--- src/rtl/rst_seq_pkg.sv ---
// Shared types and constants for the reset sequencer.
//   rst_state_e : sequencer FSM states (ASSERT -> RELEASE -> RUN)
//   CAUSE_*     : reset-cause codes reported on rst_sequencer.cause
//   KEY_RELEASED: level of the active-low push-button when not pressed
package rst_seq_pkg;

  typedef enum logic [1:0] {
    ST_ASSERT  = 2'd0,
    ST_RELEASE = 2'd1,
    ST_RUN     = 2'd2
  } rst_state_e;

  localparam logic [1:0] CAUSE_POR = 2'd0;
  localparam logic [1:0] CAUSE_PLL = 2'd1;
  localparam logic [1:0] CAUSE_KEY = 2'd2;
  localparam logic [1:0] CAUSE_SW  = 2'd3;

  localparam logic KEY_RELEASED = 1'b1;

endpackage

--- src/rtl/rst_debounce.sv ---
// Push-button synchroniser and debounce filter.
//   clk, reset : system clock, synchronous active-high reset
//   key_n      : asynchronous, bouncy, active-low button pin
//   key_db     : debounced level (1 = released), registered
//   press      : one-cycle registered pulse when key_db goes released -> pressed
// The debounced level only changes after the synchronised pin has disagreed
// with it for DEBOUNCE_CYCLES consecutive cycles; one agreeing sample restarts
// the count.
module rst_debounce
  import rst_seq_pkg::*;
#(
  parameter int DEBOUNCE_CYCLES = 50000,
  parameter int SYNC_STAGES     = 2
) (
  input  logic clk,
  input  logic reset,
  input  logic key_n,
  output logic key_db,
  output logic press
);

  localparam int CNT_W = $clog2(DEBOUNCE_CYCLES + 1);

  logic [SYNC_STAGES-1:0] sync_q, sync_d;
  logic [CNT_W-1:0]       cnt_q, cnt_d;
  logic                   db_q, db_d;
  logic                   press_q, press_d;
  logic                   key_s;

  assign key_s  = sync_q[SYNC_STAGES-1];
  assign key_db = db_q;
  assign press  = press_q;

  always_comb begin
    sync_d  = {sync_q[SYNC_STAGES-2:0], key_n};
    db_d    = db_q;
    cnt_d   = cnt_q;
    press_d = 1'b0;
    if (key_s == db_q) begin
      cnt_d = '0;
    end else if (cnt_q == CNT_W'(DEBOUNCE_CYCLES - 1)) begin
      // This sample is the DEBOUNCE_CYCLES-th consecutive disagreement.
      db_d    = key_s;
      cnt_d   = '0;
      press_d = (key_s != KEY_RELEASED);
    end else begin
      cnt_d = cnt_q + CNT_W'(1);
    end
  end

  always_ff @(posedge clk) begin
    if (reset) begin
      sync_q  <= {SYNC_STAGES{KEY_RELEASED}};
      db_q    <= KEY_RELEASED;
      cnt_q   <= '0;
      press_q <= 1'b0;
    end else begin
      sync_q  <= sync_d;
      db_q    <= db_d;
      cnt_q   <= cnt_d;
      press_q <= press_d;
    end
  end

endmodule

--- src/rtl/rst_sequencer.sv ---
// Power-on / reset sequencer for the board tops.
//   clk        : system clock
//   reset      : synchronous active-high; full resequence with cause=POR
//   pll_locked : asynchronous PLL lock (low = unlocked), synchronised only
//   key_n      : asynchronous active-low push-button, synchronised + debounced
//   sw_req     : one-cycle software reset request in the clk domain; it is a
//                pulse, not a handshake, and is only honoured in RELEASE/RUN
//   rst_out    : NUM_RST active-high domain resets, released in ascending order
//   busy       : high while any rst_out bit is high
//   cause      : cause of the last reset (CAUSE_POR/PLL/KEY/SW)
//   dbg_state  : current sequencer FSM state
// All outputs come straight from flops so they cannot glitch.
module rst_sequencer
  import rst_seq_pkg::*;
#(
  parameter int NUM_RST         = 3,
  parameter int HOLD_CYCLES     = 32,
  parameter int GAP_CYCLES      = 16,
  parameter int DEBOUNCE_CYCLES = 50000,
  parameter int SYNC_STAGES     = 2
) (
  input  logic               clk,
  input  logic               reset,
  input  logic               pll_locked,
  input  logic               key_n,
  input  logic               sw_req,
  output logic [NUM_RST-1:0] rst_out,
  output logic               busy,
  output logic [1:0]         cause,
  output rst_state_e         dbg_state
);

  localparam int HOLD_W = $clog2(HOLD_CYCLES + 1);
  localparam int GAP_W  = $clog2(GAP_CYCLES + 1);
  localparam int IDX_W  = (NUM_RST > 1) ? $clog2(NUM_RST) : 1;

  rst_state_e             state_q, state_d;
  logic [HOLD_W-1:0]      hold_cnt_q, hold_cnt_d;
  logic [GAP_W-1:0]       gap_cnt_q, gap_cnt_d;
  logic [GAP_W-1:0]       gap_inc;
  logic [IDX_W-1:0]       idx_q, idx_d;
  logic [IDX_W-1:0]       next_idx;
  logic [NUM_RST-1:0]     rst_out_q, rst_out_d;
  logic                   busy_q, busy_d;
  logic [1:0]             cause_q, cause_d;
  logic [SYNC_STAGES-1:0] lock_sync_q, lock_sync_d;

  logic locked_s;
  logic key_db;
  logic key_press;
  logic qualified;
  logic trigger;

  rst_debounce #(
    .DEBOUNCE_CYCLES(DEBOUNCE_CYCLES),
    .SYNC_STAGES    (SYNC_STAGES)
  ) u_key_db (
    .clk   (clk),
    .reset (reset),
    .key_n (key_n),
    .key_db(key_db),
    .press (key_press)
  );

  // Lock loss must act immediately, so the PLL lock only gets a synchroniser.
  assign lock_sync_d = {lock_sync_q[SYNC_STAGES-2:0], pll_locked};
  assign locked_s    = lock_sync_q[SYNC_STAGES-1];

  assign qualified = locked_s && (key_db == KEY_RELEASED);
  assign trigger   = (state_q != ST_ASSERT) && (!locked_s || key_press || sw_req);
  assign next_idx  = idx_q + IDX_W'(1);
  assign gap_inc   = gap_cnt_q + GAP_W'(1);

  always_comb begin
    state_d    = state_q;
    hold_cnt_d = hold_cnt_q;
    gap_cnt_d  = gap_cnt_q;
    idx_d      = idx_q;
    rst_out_d  = rst_out_q;
    busy_d     = busy_q;
    cause_d    = cause_q;

    unique case (state_q)
      ST_ASSERT: begin
        rst_out_d = '1;
        busy_d    = 1'b1;
        gap_cnt_d = '0;
        idx_d     = '0;
        // Lock loss or a held key restarts the hold window; cause is kept.
        if (!qualified) begin
          hold_cnt_d = '0;
        end else if (hold_cnt_q == HOLD_W'(HOLD_CYCLES)) begin
          hold_cnt_d = '0;
          if (NUM_RST == 1) begin
            state_d   = ST_RUN;
            rst_out_d = '0;
            busy_d    = 1'b0;
          end else begin
            state_d   = ST_RELEASE;
            rst_out_d = ~NUM_RST'(1);
          end
        end else begin
          hold_cnt_d = hold_cnt_q + HOLD_W'(1);
        end
      end

      ST_RELEASE: begin
        // idx_q is the most recently released domain.
        if (gap_inc == GAP_W'(GAP_CYCLES)) begin
          gap_cnt_d = '0;
          idx_d     = next_idx;
          rst_out_d = rst_out_q & ~(NUM_RST'(1) << next_idx);
          if (next_idx == IDX_W'(NUM_RST - 1)) begin
            state_d = ST_RUN;
            busy_d  = 1'b0;
          end
        end else begin
          gap_cnt_d = gap_inc;
        end
      end

      ST_RUN: begin
        rst_out_d = '0;
        busy_d    = 1'b0;
      end

      default: begin
        state_d   = ST_ASSERT;
        rst_out_d = '1;
        busy_d    = 1'b1;
      end
    endcase

    // Re-assertion overrides any sequencing step and drops all bits together.
    if (trigger) begin
      state_d    = ST_ASSERT;
      rst_out_d  = '1;
      busy_d     = 1'b1;
      hold_cnt_d = '0;
      gap_cnt_d  = '0;
      idx_d      = '0;
      if (!locked_s)      cause_d = CAUSE_PLL;
      else if (key_press) cause_d = CAUSE_KEY;
      else                cause_d = CAUSE_SW;
    end
  end

  always_ff @(posedge clk) begin
    if (reset) begin
      state_q     <= ST_ASSERT;
      hold_cnt_q  <= '0;
      gap_cnt_q   <= '0;
      idx_q       <= '0;
      rst_out_q   <= '1;
      busy_q      <= 1'b1;
      cause_q     <= CAUSE_POR;
      lock_sync_q <= '0;
    end else begin
      state_q     <= state_d;
      hold_cnt_q  <= hold_cnt_d;
      gap_cnt_q   <= gap_cnt_d;
      idx_q       <= idx_d;
      rst_out_q   <= rst_out_d;
      busy_q      <= busy_d;
      cause_q     <= cause_d;
      lock_sync_q <= lock_sync_d;
    end
  end

  assign rst_out   = rst_out_q;
  assign busy      = busy_q;
  assign cause     = cause_q;
  assign dbg_state = state_q;

endmodule

--- config.mk ---
export PLATFORM = sky130hd
export DESIGN_NAME = rst_sequencer
export DESIGN_NICKNAME = d
export VERILOG_FILES = /design/src/rtl/rst_seq_pkg.sv /design/src/rtl/rst_debounce.sv /design/src/rtl/rst_sequencer.sv
export SDC_FILE = /design/constraint.sdc
export NUM_CORES = 1
export LEC_CHECK = 0
export CORE_UTILIZATION = 35
export CTS_BUF_LIST = sky130_fd_sc_hd__clkbuf_16
export DETAILED_ROUTE_END_ITERATION = 8
export GPL_TIMING_DRIVEN = 0
export MAX_ROUTING_LAYER = met4
export PLACE_DENSITY = 0.58
export SYNTH_ARGS = -nofsm -noshare
export SYNTH_HDL_FRONTEND = slang
export SYNTH_SLANG_ARGS = --single-unit
--- constraint.sdc ---
create_clock -name clk -period 2.2 [get_ports clk]
set_input_delay 0.44 -clock clk [delete_from_list [all_inputs] [get_ports clk]]
set_output_delay 0.44 -clock clk [all_outputs]
set_load 0.005 [all_outputs]
==> results by group <==
Worst setup path
  • Worst Setup Start Kind: flip-flop
  • Most Frequent Cell on Critical Path: sky130_fd_sc_hd__inv_1
  • Top fanout value on the critical path: 10
  • Worst path cell trace: inv_1 -> ha_1 -> buf_2 -> inv_1 -> a41o_1 -> nand2b_1 -> or3_1 -> a21oi_1
  • Endpoint kind of the worst setup timing path: flip-flop
  • Critical Setup Path Class: reg -> reg
  • Required time reported for the critical path endpoint: 2.42 ns
  • Slowest stage cell, crit path: sky130_fd_sc_hd__dfxtp_1
  • Flop-to-flop setup slack: 0.26 ns
  • Number of buffers and inverters on the critical path: 3
  • Arrival time of the worst setup path: 2.16 ns
  • Worst path top cell family by delay: buffers and inverters
  • Max stage delay on crit path: 0.41 ns

GRT
  • Global-route wire length before repair: 6160 um
  • GRT Util Overall: 13.4%
  • Number of global-route vias before repair: 1,401
  • Total gr overflow: 0
  • Initial antenna violation count: 0
  • Maximum number of pins on one net before global-route repair: 16

Clock tree
  • Sink count of the clock tree: 43
  • Clock network latency to the later pin of the worst-skew pair: 0.29 ns
  • Root buffer cell: sky130_fd_sc_hd__clkbuf_16
  • Number of buffers added for setup after CTS: 0
  • CTS clock-pin slew for the worst setup and hold paths: 0.06 ns
  • TritonCTS Buffers: 5
  • Post_cts resized: 0
  • Clock tree from TritonCTS: yes
  • Buffer depth of the longest clock path: 2
  • Number of buffers inserted by hold repair at cts: 0
  • H-tree depth reported by CTS: 2

Logic synthesis
  • Yosys top cell by area: sky130_fd_sc_hd__dfxtp_1
  • Cells taking the most area after synthesis: sky130_fd_sc_hd__dfxtp_1, sky130_fd_sc_hd__nor2_1, sky130_fd_sc_hd__ha_1
  • Count of flip-flops with a built-in enable after synthesis: 0
  • Synth top area share: 42.7%
  • Post-synth top flop: sky130_fd_sc_hd__dfxtp_1
  • Synth warn: 0
  • Number of cells produced by synthesis: 231
  • Syn nets: 247
  • Mean instance size in the synthesized netlist: 8.73 um2
  • Unique cell type count in the Yosys netlist: 43
  • Summed instance area of the synthesized netlist: 2020 um2
  • Fraction of registers with async set or reset after synthesis: 0%
  • Number of storage elements in the synthesis netlist: 43
  • Sequential area share after synthesis: 42.7%

STA
  • Final critical-path share of the clock period: 88.2%
  • Fmax achieved: 515 MHz
  • Layout Skew: 0.00324 ns
  • Post-Route Setup TNS: 0 ns
  • Worst slew margin relative to its limit: 67.8%
  • Setup repair after global routing missed its margin: no
  • Max-slew violation count: 0
  • Hold violation total from the final report: 0
  • Slew at the pin closest to its max-slew limit: 0.482 ns
  • Minimum clock period after layout: 1.94 ns
  • Setup Viol. Count Final: 0

Pwr
  • Power per Cell Area: 696 nW/um2
  • Static leakage: 0.849 nW
  • Worst IR drop on VDD: 0.389 mV

Detailed routing
  • Drt drc: 0
  • Average wire per standard cell: 11.1 um
  • Via Count: 1,553
  • Post-Route WL: 3590 um
  • Number of optimization iterations in the first detailed-route pass: 4
  • ANT nets after route: 0
  • Starting DRT DRC Count: 33
  • Vias per Instance: 4.81

Layout
  • Layout Cell Area excl Fill: 2400 um2
  • Fraction of layout cells with a size suffix above 1: 7.57%
  • Final core area utilization: 43.3%
  • Final Net Count: 266
  • Area growth syn-to-layout: 18.9%
  • FILL cells: 559
  • Number of non-filler instances in the completed layout: 323
  • Number of antenna cells inserted: 0

Min path
  • Class of the worst hold path: reg -> reg

Floorplan
  • Initial core utilization: 36.4%
  • Core area: 5540 um2
  • Die height: 77.9 um
  • I/O pins: 13
  • Die outline area: 6070 um2
  • Number of standard-cell rows in the floorplan: 27
  • Horizontal die dimension: 77.9 um

Placement
  • Dpl hpwl: 2580 um
  • Port buffer count: 12
  • Instance area after placement: 2230 um2
  • Placed instance count: 315
  • RePlAce Congestion: 0.714

Outcome
  • Run status: finished, final reports clean

Flow run
  • Max cap viols: 0
==> worst reg2reg max path, cell delays in order (launching register included) <==
cell	delay, ns
sky130_fd_sc_hd__dfxtp_1	0.41
sky130_fd_sc_hd__inv_1	0.09
sky130_fd_sc_hd__ha_1	0.22
sky130_fd_sc_hd__buf_2	0.19
sky130_fd_sc_hd__inv_1	0.22
sky130_fd_sc_hd__a41o_1	0.16
sky130_fd_sc_hd__nand2b_1	0.10
sky130_fd_sc_hd__or3_1	0.36
sky130_fd_sc_hd__a21oi_1	0.12
==> final cells by class <==
type / count / area, um2 / area share [%]
Inverter: 14 / 52.6 / 2.19
Sequential cell: 43 / 861 / 35.9
Timing Repair Buffer: 12 / 120 / 5.01
Multi-Input combinational cell: 167 / 1070 / 44.7
Buffer: 7 / 31.3 / 1.30
Tap cell: 72 / 90.1 / 3.76
Clock inverter: 3 / 46.3 / 1.93
Clock buffer: 5 / 125 / 5.22
==> through the flow <==
step | power [mW] | worst slack, ns | hold slack, ns
floorplan | 0.822 | 0.532 | 0.389
global placement | 0.837 | -0.0438 | 0.395
detailed placement | 0.836 | -0.0403 | 0.398
CTS | 1.69 | 0.228 | 0.414
global route | 1.74 | 0.0143 | 0.425
finish | 1.67 | 0.260 | 0.409
==> logic make-up (layout without fill, tap and decap cells) <==
| group | Yosys count | in the layout | share of synthesized area [%] |
|---|---|---|---|
| mux | 2 | 2 | 0.993 |
| simple gates | 96 | 96 | 23.8 |
| flops | 43 | 43 | 42.7 |
| fa+ha+maj | 11 | 11 | 6.83 |
| compound gates | 41 | 41 | 14.2 |
| buf+inv | 21 | 41 | 4.16 |
| xor+xnor | 17 | 17 | 7.39 |
==> cell usage after synthesis, types with 2 or more instances <==
master and instances:
sky130_fd_sc_hd__o32a_1 2, sky130_fd_sc_hd__o21ai_0 9, sky130_fd_sc_hd__nand2_1 10, sky130_fd_sc_hd__nand4_1 4, sky130_fd_sc_hd__or3_1 4, sky130_fd_sc_hd__xnor2_1 7
sky130_fd_sc_hd__nand3_1 13, sky130_fd_sc_hd__mux2i_1 2, sky130_fd_sc_hd__a21oi_1 13, sky130_fd_sc_hd__inv_1 14, sky130_fd_sc_hd__clkbuf_1 5, sky130_fd_sc_hd__o211ai_1 2
sky130_fd_sc_hd__nor3_1 4, sky130_fd_sc_hd__nor2_1 38, sky130_fd_sc_hd__xor2_1 10, sky130_fd_sc_hd__nand2b_1 4, sky130_fd_sc_hd__ha_1 11, sky130_fd_sc_hd__dfxtp_1 43
sky130_fd_sc_hd__nor4b_1 2, sky130_fd_sc_hd__and3_1 2, sky130_fd_sc_hd__nor2b_1 6, sky130_fd_sc_hd__a22oi_1 3, sky130_fd_sc_hd__or2_2 3
==> cell usage in the layout, fill, tap and decap left out, types with 3 or more instances in the layout <==
| master | instances |
|---|---|
| sky130_fd_sc_hd__dfxtp_1 | 43 |
| sky130_fd_sc_hd__nor2_1 | 38 |
| sky130_fd_sc_hd__inv_1 | 14 |
| sky130_fd_sc_hd__nand3_1 | 13 |
| sky130_fd_sc_hd__a21oi_1 | 13 |
| sky130_fd_sc_hd__clkdlybuf4s50_1 | 12 |
| sky130_fd_sc_hd__ha_1 | 11 |
| sky130_fd_sc_hd__nand2_1 | 10 |
| sky130_fd_sc_hd__xor2_1 | 10 |
| sky130_fd_sc_hd__o21ai_0 | 9 |
| sky130_fd_sc_hd__xnor2_1 | 7 |
| sky130_fd_sc_hd__nor2b_1 | 6 |
| sky130_fd_sc_hd__clkbuf_1 | 5 |
| sky130_fd_sc_hd__clkbuf_16 | 5 |
| sky130_fd_sc_hd__nor3_1 | 4 |
| sky130_fd_sc_hd__nand4_1 | 4 |
| sky130_fd_sc_hd__or3_1 | 4 |
| sky130_fd_sc_hd__nand2b_1 | 4 |
| sky130_fd_sc_hd__or2_2 | 3 |
| sky130_fd_sc_hd__a22oi_1 | 3 |
==> power by group <==
group          switching (mW)  internal [mW]
combinational          0.0177         0.0146
sequential            0.00322          0.783
clock                   0.312          0.539
total                   0.332           1.34
==> metal layers <==
| layer | track usage [%] | up-vias | wire length [um] |
|---|---|---|---|
| li1 | - | 830 | - |
| met1 | 15.7 | 708 | 1820 |
| met3 | 4.59 | 6 | 110 |
| met5 | - | - | 0 |
| met2 | 21.4 | 9 | 1610 |
| met4 | 4.44 | 0 | 49 |
==> registers in the layout (all words and copies together) (netlist names) <==
register and flops:
u_key_db.key_db 1, u_key_db.cnt_q 16, rst_out 3, busy 1, dbg_state 2, lock_sync_q 2, gap_cnt_q 5, cause 2
hold_cnt_q 6, idx_q 2, u_key_db.sync_q 2, u_key_db.press 1
==> worst paths after layout <==
path / startpoint / to / cells past startpoint
setup / recovery: dbg_state[0] / dbg_state[0] / 8
hold / removal: u_key_db.sync_q[0] / u_key_db.sync_q[1] / 1
setup reg to reg: dbg_state[0] / dbg_state[0] / 8
hold reg to reg: u_key_db.sync_q[0] / u_key_db.sync_q[1] / 1
Note: power is estimated with default switching activity, not from simulation.
